$ cat config.mk
export PLATFORM = sky130hd
export DESIGN_NAME = multi_channel_counter_display
export DESIGN_NICKNAME = d
export VERILOG_FILES = /design/src/rtl/multi_ch_disp_pkg.sv /design/src/rtl/multi_channel_counter_display_switch_debounce.sv /design/src/rtl/multi_channel_counter_display.sv
export SDC_FILE = /design/constraint.sdc
export NUM_CORES = 1
export LEC_CHECK = 0
export CORE_MARGIN = 2
export CORE_UTILIZATION = 35
export CTS_CLUSTER_SIZE = 12
export DETAILED_ROUTE_END_ITERATION = 6
export PLACE_DENSITY_LB_ADDON = 0.3
export SETUP_SLACK_MARGIN = 0.02
export SLEW_MARGIN = 20
export SYNTH_ARGS = -nofsm -noshare
export SYNTH_HDL_FRONTEND = slang
export SYNTH_SLANG_ARGS = --single-unit
$ cat constraint.sdc
create_clock -name i_Clk -period 2.33 [get_ports i_Clk]
set_clock_uncertainty 0.15 [all_clocks]
set_input_delay 0.466 -clock i_Clk [delete_from_list [all_inputs] [get_ports i_Clk]]
set_output_delay 0.466 -clock i_Clk [all_outputs]
set_load 0.1 [all_outputs]
$ cat src/rtl/multi_ch_disp_pkg.sv
// Shared constants for multi_channel_counter_display: digit/segment widths,
// the hex-to-seven-segment table and a width helper for debounce counters.
package multi_ch_disp_pkg;

  localparam int DIG_W = 4;
  localparam int SEG_W = 7;

  // Active-high segment patterns, bit 6 = A ... bit 0 = G; entry 15 is leftmost.
  localparam logic [15:0][SEG_W-1:0] SEG_TABLE = {
    7'b1000111,  // F
    7'b1001111,  // E
    7'b0111101,  // d
    7'b1001110,  // C
    7'b0011111,  // b
    7'b1110111,  // A
    7'b1111011,  // 9
    7'b1111111,  // 8
    7'b1110000,  // 7
    7'b1011111,  // 6
    7'b1011011,  // 5
    7'b0110011,  // 4
    7'b1111001,  // 3
    7'b1101101,  // 2
    7'b0110000,  // 1
    7'b1111110   // 0
  };

  function automatic int clog2(input int value);
    int r;
    int v;
    r = 0;
    v = value - 1;
    while (v > 0) begin
      r++;
      v = v >> 1;
    end
    return r;
  endfunction

  function automatic logic [SEG_W-1:0] hex_seg(input logic [DIG_W-1:0] digit);
    return SEG_TABLE[digit];
  endfunction

endpackage

$ cat src/rtl/multi_channel_counter_display_switch_debounce.sv
// switch_debounce: two-flop synchroniser followed by a stable-count filter.
// The debounced level only follows the input after DEBOUNCE_CYCLES agreeing samples.
module switch_debounce
  import multi_ch_disp_pkg::*;
#(
  parameter int DEBOUNCE_CYCLES = 250000
) (
  input  logic i_Clk,
  input  logic i_Rst_L,
  input  logic i_Switch,
  output logic o_Switch
);

  localparam int CNT_W = clog2(DEBOUNCE_CYCLES);
  localparam logic [CNT_W-1:0] CNT_LAST = CNT_W'(DEBOUNCE_CYCLES - 1);

  logic [1:0]       sync_q;
  logic [CNT_W-1:0] stable_cnt;
  logic             level_q;

  always_ff @(posedge i_Clk or negedge i_Rst_L) begin
    if (!i_Rst_L) begin
      sync_q <= 2'b00;
    end else begin
      sync_q <= {sync_q[0], i_Switch};
    end
  end

  // Counter measures how long the synchronised input has disagreed with level_q.
  always_ff @(posedge i_Clk or negedge i_Rst_L) begin
    if (!i_Rst_L) begin
      stable_cnt <= '0;
      level_q    <= 1'b0;
    end else if (sync_q[1] == level_q) begin
      stable_cnt <= '0;
    end else if (stable_cnt == CNT_LAST) begin
      stable_cnt <= '0;
      level_q    <= sync_q[1];
    end else begin
      stable_cnt <= stable_cnt + 1'b1;
    end
  end

  assign o_Switch = level_q;

endmodule

$ cat src/rtl/multi_channel_counter_display.sv
// NUM_CH debounced modulo counters with registered hex seven-segment outputs.
// Define MULTI_CH_DISP_CASCADE_EN to chain channel wraps into a multi-digit counter.
module multi_channel_counter_display
  import multi_ch_disp_pkg::*;
#(
  parameter int NUM_CH          = 2,
  parameter int MODULO          = 10,
  parameter int DEBOUNCE_CYCLES = 250000,
  parameter int SEG_ACTIVE_LOW  = 1
) (
  input  logic                    i_Clk,
  input  logic                    i_Rst_L,
  input  logic [NUM_CH-1:0]       i_Switch_Inc,
  input  logic [NUM_CH-1:0]       i_Switch_Clr,
  output logic [DIG_W*NUM_CH-1:0] o_Count,
  output logic [SEG_W*NUM_CH-1:0] o_Segment,
  output logic [NUM_CH-1:0]       o_Wrap
);

`ifdef MULTI_CH_DISP_CASCADE_EN
  localparam logic CASCADE_EN = 1'b1;
`else
  localparam logic CASCADE_EN = 1'b0;
`endif

  localparam logic [DIG_W-1:0] LAST_CNT  = DIG_W'(MODULO - 1);
  localparam logic [SEG_W-1:0] SEG_MASK  = (SEG_ACTIVE_LOW != 0) ? {SEG_W{1'b1}} : {SEG_W{1'b0}};
  localparam logic [SEG_W-1:0] SEG_RESET = SEG_TABLE[0] ^ SEG_MASK;

  logic [NUM_CH-1:0] inc_db;
  logic [NUM_CH-1:0] clr_db;
  logic [NUM_CH-1:0] inc_prev;
  logic [NUM_CH-1:0] inc_evt;
  logic [NUM_CH-1:0] step;
  logic [NUM_CH-1:0] wrap_nxt;
  logic              carry;
  logic [DIG_W-1:0]  cnt_q [NUM_CH];
  logic [SEG_W-1:0]  seg_q [NUM_CH];

  for (genvar k = 0; k < NUM_CH; k++) begin : g_sw
    switch_debounce #(
      .DEBOUNCE_CYCLES(DEBOUNCE_CYCLES)
    ) u_inc_db (
      .i_Clk   (i_Clk),
      .i_Rst_L (i_Rst_L),
      .i_Switch(i_Switch_Inc[k]),
      .o_Switch(inc_db[k])
    );

    switch_debounce #(
      .DEBOUNCE_CYCLES(DEBOUNCE_CYCLES)
    ) u_clr_db (
      .i_Clk   (i_Clk),
      .i_Rst_L (i_Rst_L),
      .i_Switch(i_Switch_Clr[k]),
      .o_Switch(clr_db[k])
    );

    assign o_Count[DIG_W*k +: DIG_W]   = cnt_q[k];
    assign o_Segment[SEG_W*k +: SEG_W] = seg_q[k];
  end

  // One event per press: only the rising edge of the debounced level counts.
  assign inc_evt = inc_db & ~inc_prev;

  // Carry ripples from channel 0 upward within the cycle; a clear kills both
  // the channel's own step and the carry it would pass on.
  always_comb begin
    carry    = 1'b0;
    step     = '0;
    wrap_nxt = '0;
    for (int k = 0; k < NUM_CH; k++) begin
      step[k]     = (inc_evt[k] | carry) & ~clr_db[k];
      wrap_nxt[k] = step[k] & (cnt_q[k] == LAST_CNT);
      carry       = CASCADE_EN & wrap_nxt[k];
    end
  end

  always_ff @(posedge i_Clk or negedge i_Rst_L) begin
    if (!i_Rst_L) begin
      inc_prev <= '0;
      o_Wrap   <= '0;
      for (int k = 0; k < NUM_CH; k++) begin
        cnt_q[k] <= '0;
        seg_q[k] <= SEG_RESET;
      end
    end else begin
      inc_prev <= inc_db;
      o_Wrap   <= wrap_nxt;
      for (int k = 0; k < NUM_CH; k++) begin
        if (clr_db[k]) begin
          cnt_q[k] <= '0;
        end else if (step[k]) begin
          cnt_q[k] <= wrap_nxt[k] ? '0 : cnt_q[k] + 1'b1;
        end
        // Decoding the registered count makes o_Segment trail o_Count by one cycle.
        seg_q[k] <= hex_seg(cnt_q[k]) ^ SEG_MASK;
      end
    end
  end

endmodule

==> results of run 1 <==
## power groups by stage
| stage | clock, W | sequential, W | combinational (W) |
|---|---|---|---|
| after floorplan | 0 | 0.00198 | 0.0000498 |
| after global placement | 0 | 0.00199 | 0.000124 |
| after detailed placement | 0 | 0.00199 | 0.000127 |
| after CTS | 0.00166 | 0.00195 | 0.000129 |
| after global routing | 0.00174 | 0.00196 | 0.000142 |
| final | 0.00160 | 0.00195 | 0.000123 |
## final cells by class
cell class                      count  area, um2  share of cell area [%]
Timing Repair Buffer               45        475                    7.63
Clock inverter                      7       86.3                    1.38
Sequential cell                   110       2760                    44.2
Inverter                           19       71.3                    1.14
Clock buffer                        9        225                    3.61
Tap cell                          184        230                    3.69
Multi-Input combinational cell    382       2390                    38.3
## worst max-delay path, stage by stage, from the launching register on
cell     delay [ps]
dfrtp_1         410
or4b_1          520
or4_4           550
nor2_1          120
mux2_2          350
## worst min-delay path by stage
stage	from	to	slack, ps	cells after the start
2_1_floorplan	i_Rst_L	g_sw[0].u_clr_db.o_Switch	20	0
3_3_place_gp	g_sw[1].u_inc_db.sync_q[0]	g_sw[1].u_inc_db.sync_q[1]	190	0
3_5_place_dp	g_sw[1].u_inc_db.sync_q[0]	g_sw[1].u_inc_db.sync_q[1]	190	0
4_1_cts	g_sw[1].u_inc_db.sync_q[0]	g_sw[1].u_inc_db.sync_q[1]	200	0
5_1_grt	g_sw[1].u_clr_db.sync_q[0]	g_sw[1].u_clr_db.sync_q[1]	220	0
6_report	g_sw[1].u_inc_db.sync_q[0]	g_sw[1].u_inc_db.sync_q[1]	200	0
## metal layers
layer / vias to the layer above / share of wire, % / GRT usage (%)
li1: 1909 / - / -
met1: 1836 / 48 / 17.7
met2: 59 / 46 / 20.9
met3: 9 / 4.7 / 4.27
met4: 0 / 1.1 / 4.33
met5: - / 0 / 0
## cells by family after synthesis
| kind of cell | count (synthesis) | synth area share (%) |
|---|---|---|
| xor+xnor | 60 | 9.92 |
| compound gates | 56 | 6.99 |
| fa+ha+maj | 16 | 3.78 |
| mux | 6 | 1.28 |
| simple gates | 244 | 23.2 |
| flops | 110 | 52.0 |
| buf+inv | 34 | 2.86 |
## synth_stat cells
cell and instances:
or3b_2 2, o31ai_1 3, dfstp_2 2, nor3_1 13, or3_1 6, nand2b_1 2
buf_6 3, and2_1 1, xor2_1 14, and3_1 5, nand3b_1 2, o21ai_0 13
nor2b_1 7, or4_1 5, nor4b_1 1, nor4_1 18, o21ai_4 2, a21oi_1 14
xnor2_1 46, a31o_2 2, nand3_1 24, or4b_1 2, buf_2 1, o21ai_1 1
o22ai_1 2, a21o_1 6, and4_1 3, a31oi_1 4, or2_2 5, clkbuf_1 11
inv_1 19, nor2_1 88, a22o_1 2, a211oi_1 6, mux2_2 6, ha_1 16
o31ai_2 1, nand2_1 32, dfrtp_1 108, or4_4 2, nand4_1 24, nand4b_1 2
## what timing repair did
| action | CTS | global route |
|---|---|---|
| hold buffers | 1 | 0 |
| hold endpoints to repair | 36 | 0 |
| buffers inserted | 0 | 0 |
| resized for setup | 0 | 0 |
## state kept, by name, indices dropped and copies added (netlist names)
register and count:
o_Segment 14, g_sw.u_clr_db.sync_q 4, inc_prev 2, o_Count 8
g_sw.u_inc_db.stable_cnt 36, g_sw.u_clr_db.o_Switch 2, g_sw.u_inc_db.sync_q 4, g_sw.u_clr_db.stable_cnt 36
g_sw.u_inc_db.o_Switch 2, o_Wrap 2
## stage by stage
stage                     hold WS, ps  instance area, um2
after global routing              217                6230
after CTS                         205                6230
after global placement            186                5910
after floorplan                  20.4                5300
final                             204                6230
after detailed placement          187                5910
==> impl_metrics.toml, run 1 <==
[setup_path]
r2r-start = "g_sw[1].u_inc_db.stable_cnt[13]"
arrival_ps = 2300
critPathMaxFanout = 4
end_kind = "flop"
critPathLaunchType = "flop"
critPathKind = "reg -> reg"
r2r_setup_slack_ps = 130
crit_path_end = "g_sw[1].u_inc_db.o_Switch"
ff2ff_path_depth = 4
required_ps = 2430
reg2reg_to = "g_sw[1].u_inc_db.o_Switch"
crit_path_start = "g_sw[1].u_inc_db.stable_cnt[13]"

[final_layout]
syn2layout_area_growth_pct = 17.7
final_cell_mix = "dfrtp_1, nor2_1, xnor2_1"
nets = 589
fillCellCount = 1385
drive_gt1_share_pct = 13.6
final_common_cell = "dfrtp_1"
antennaDiodeCount = 0
instances_no_fill = 756
fin_util_pct = 42.6

[timing]
finalHoldViolations = 0
fin_crit_sh_pct = 94.5
final.setup.worst_slack_ps = 128
min_period_ps = 2200
tightest_slew_ps = 581
drv_slew = 0
max_freq_mhz = 454
setup-tns-final_ps = 0
rsz0062_at_grt = "no"
slew_headroom_pct = 61.3
setup_viol = 0

[synth]
synth_nets = 548
ys_ff_latch = 110
synthCells = 526
synth_top_cell_by_area = "dfrtp_1"
yosys.area.top_type_share_pct = 51.0
syn-mean-instance-area_um2 = 10.1
synth_cell_types = 42
ys_seq_area_share_pct = 52.0
synth_warnings = 0
ys_top_cells_by_area = "dfrtp_1, xnor2_1, nor2_1"
synth_area_mm2 = 0.00530

[route]
drc_errors = 0
ant_nets = 0
wirelength_um = 9990
vias = 3813
drt_iter0_markers = 235
vias_per_cell = 5.04
drt_pass1_iterations = 4
routedWlPerCell_um = 13.2

[clock_tree]
clockRootBuffer = "clkbuf_16"
clkTransAtPathRegs_ps = 70
htree_levels = 3
cts_buffers = 9
clk_path_buf_depth = 2
cts.sinks = 110
clock_latency_ps = 360
cts_tree = "built"

[die]
die_h_um = 127
fp.dieArea_mm2 = 0.0161
rows = 44
core-area_mm2 = 0.0146
die_x_um = 127
num_io_pins = 30
start_util_pct = 36.2

[placement]
dp_slack_ps = 149
io_buffers = 29
dpl.hpwl_um = 7120
dp.cells = 739
gp_congestion = 0.816

[power]
p_sw_w = 0.000837
combPwrFrac_pct = 3.3
powerDensity_mw_per_mm2 = 589
peakVddDrop_mv = 0.376
p_total_w = 0.00367
p_seq_share_pct = 53.1
p_int_w = 0.00284
power.clock.fraction_pct = 43.6
p_leak_nw = 2.61
sw_frac_of_total_pct = 22.8

[global_routing]
grt_max_degree = 42
grt-ovfl-total = 0
grt_pass1_wl_um = 17400
grt_usage_pct = 13.3
grt_pass1_vias = 3731
antenna_found_initial = 0

[min_path]
holdCritPathClass = "reg -> reg"

[run_status]
status = "finished clean"

[run]
max_cap_viol_count = 0
Note: power is estimated with default switching activity, not from simulation.
==> run 2: changes to the inputs <==
--- a/config.mk
+++ b/config.mk
@@ -7,10 +7,11 @@
 export LEC_CHECK = 0
 export CORE_MARGIN = 2
 export CORE_UTILIZATION = 35
+export CTS_CLUSTER_DIAMETER = 150
 export CTS_CLUSTER_SIZE = 12
 export DETAILED_ROUTE_END_ITERATION = 6
 export PLACE_DENSITY_LB_ADDON = 0.3
-export SETUP_SLACK_MARGIN = 0.02
+export SETUP_SLACK_MARGIN = 0.05
 export SLEW_MARGIN = 20
 export SYNTH_ARGS = -nofsm -noshare
 export SYNTH_HDL_FRONTEND = slang
==> results of run 2 <==
Same layout as run 1: the final DEF is identical, and so are final timing and power.
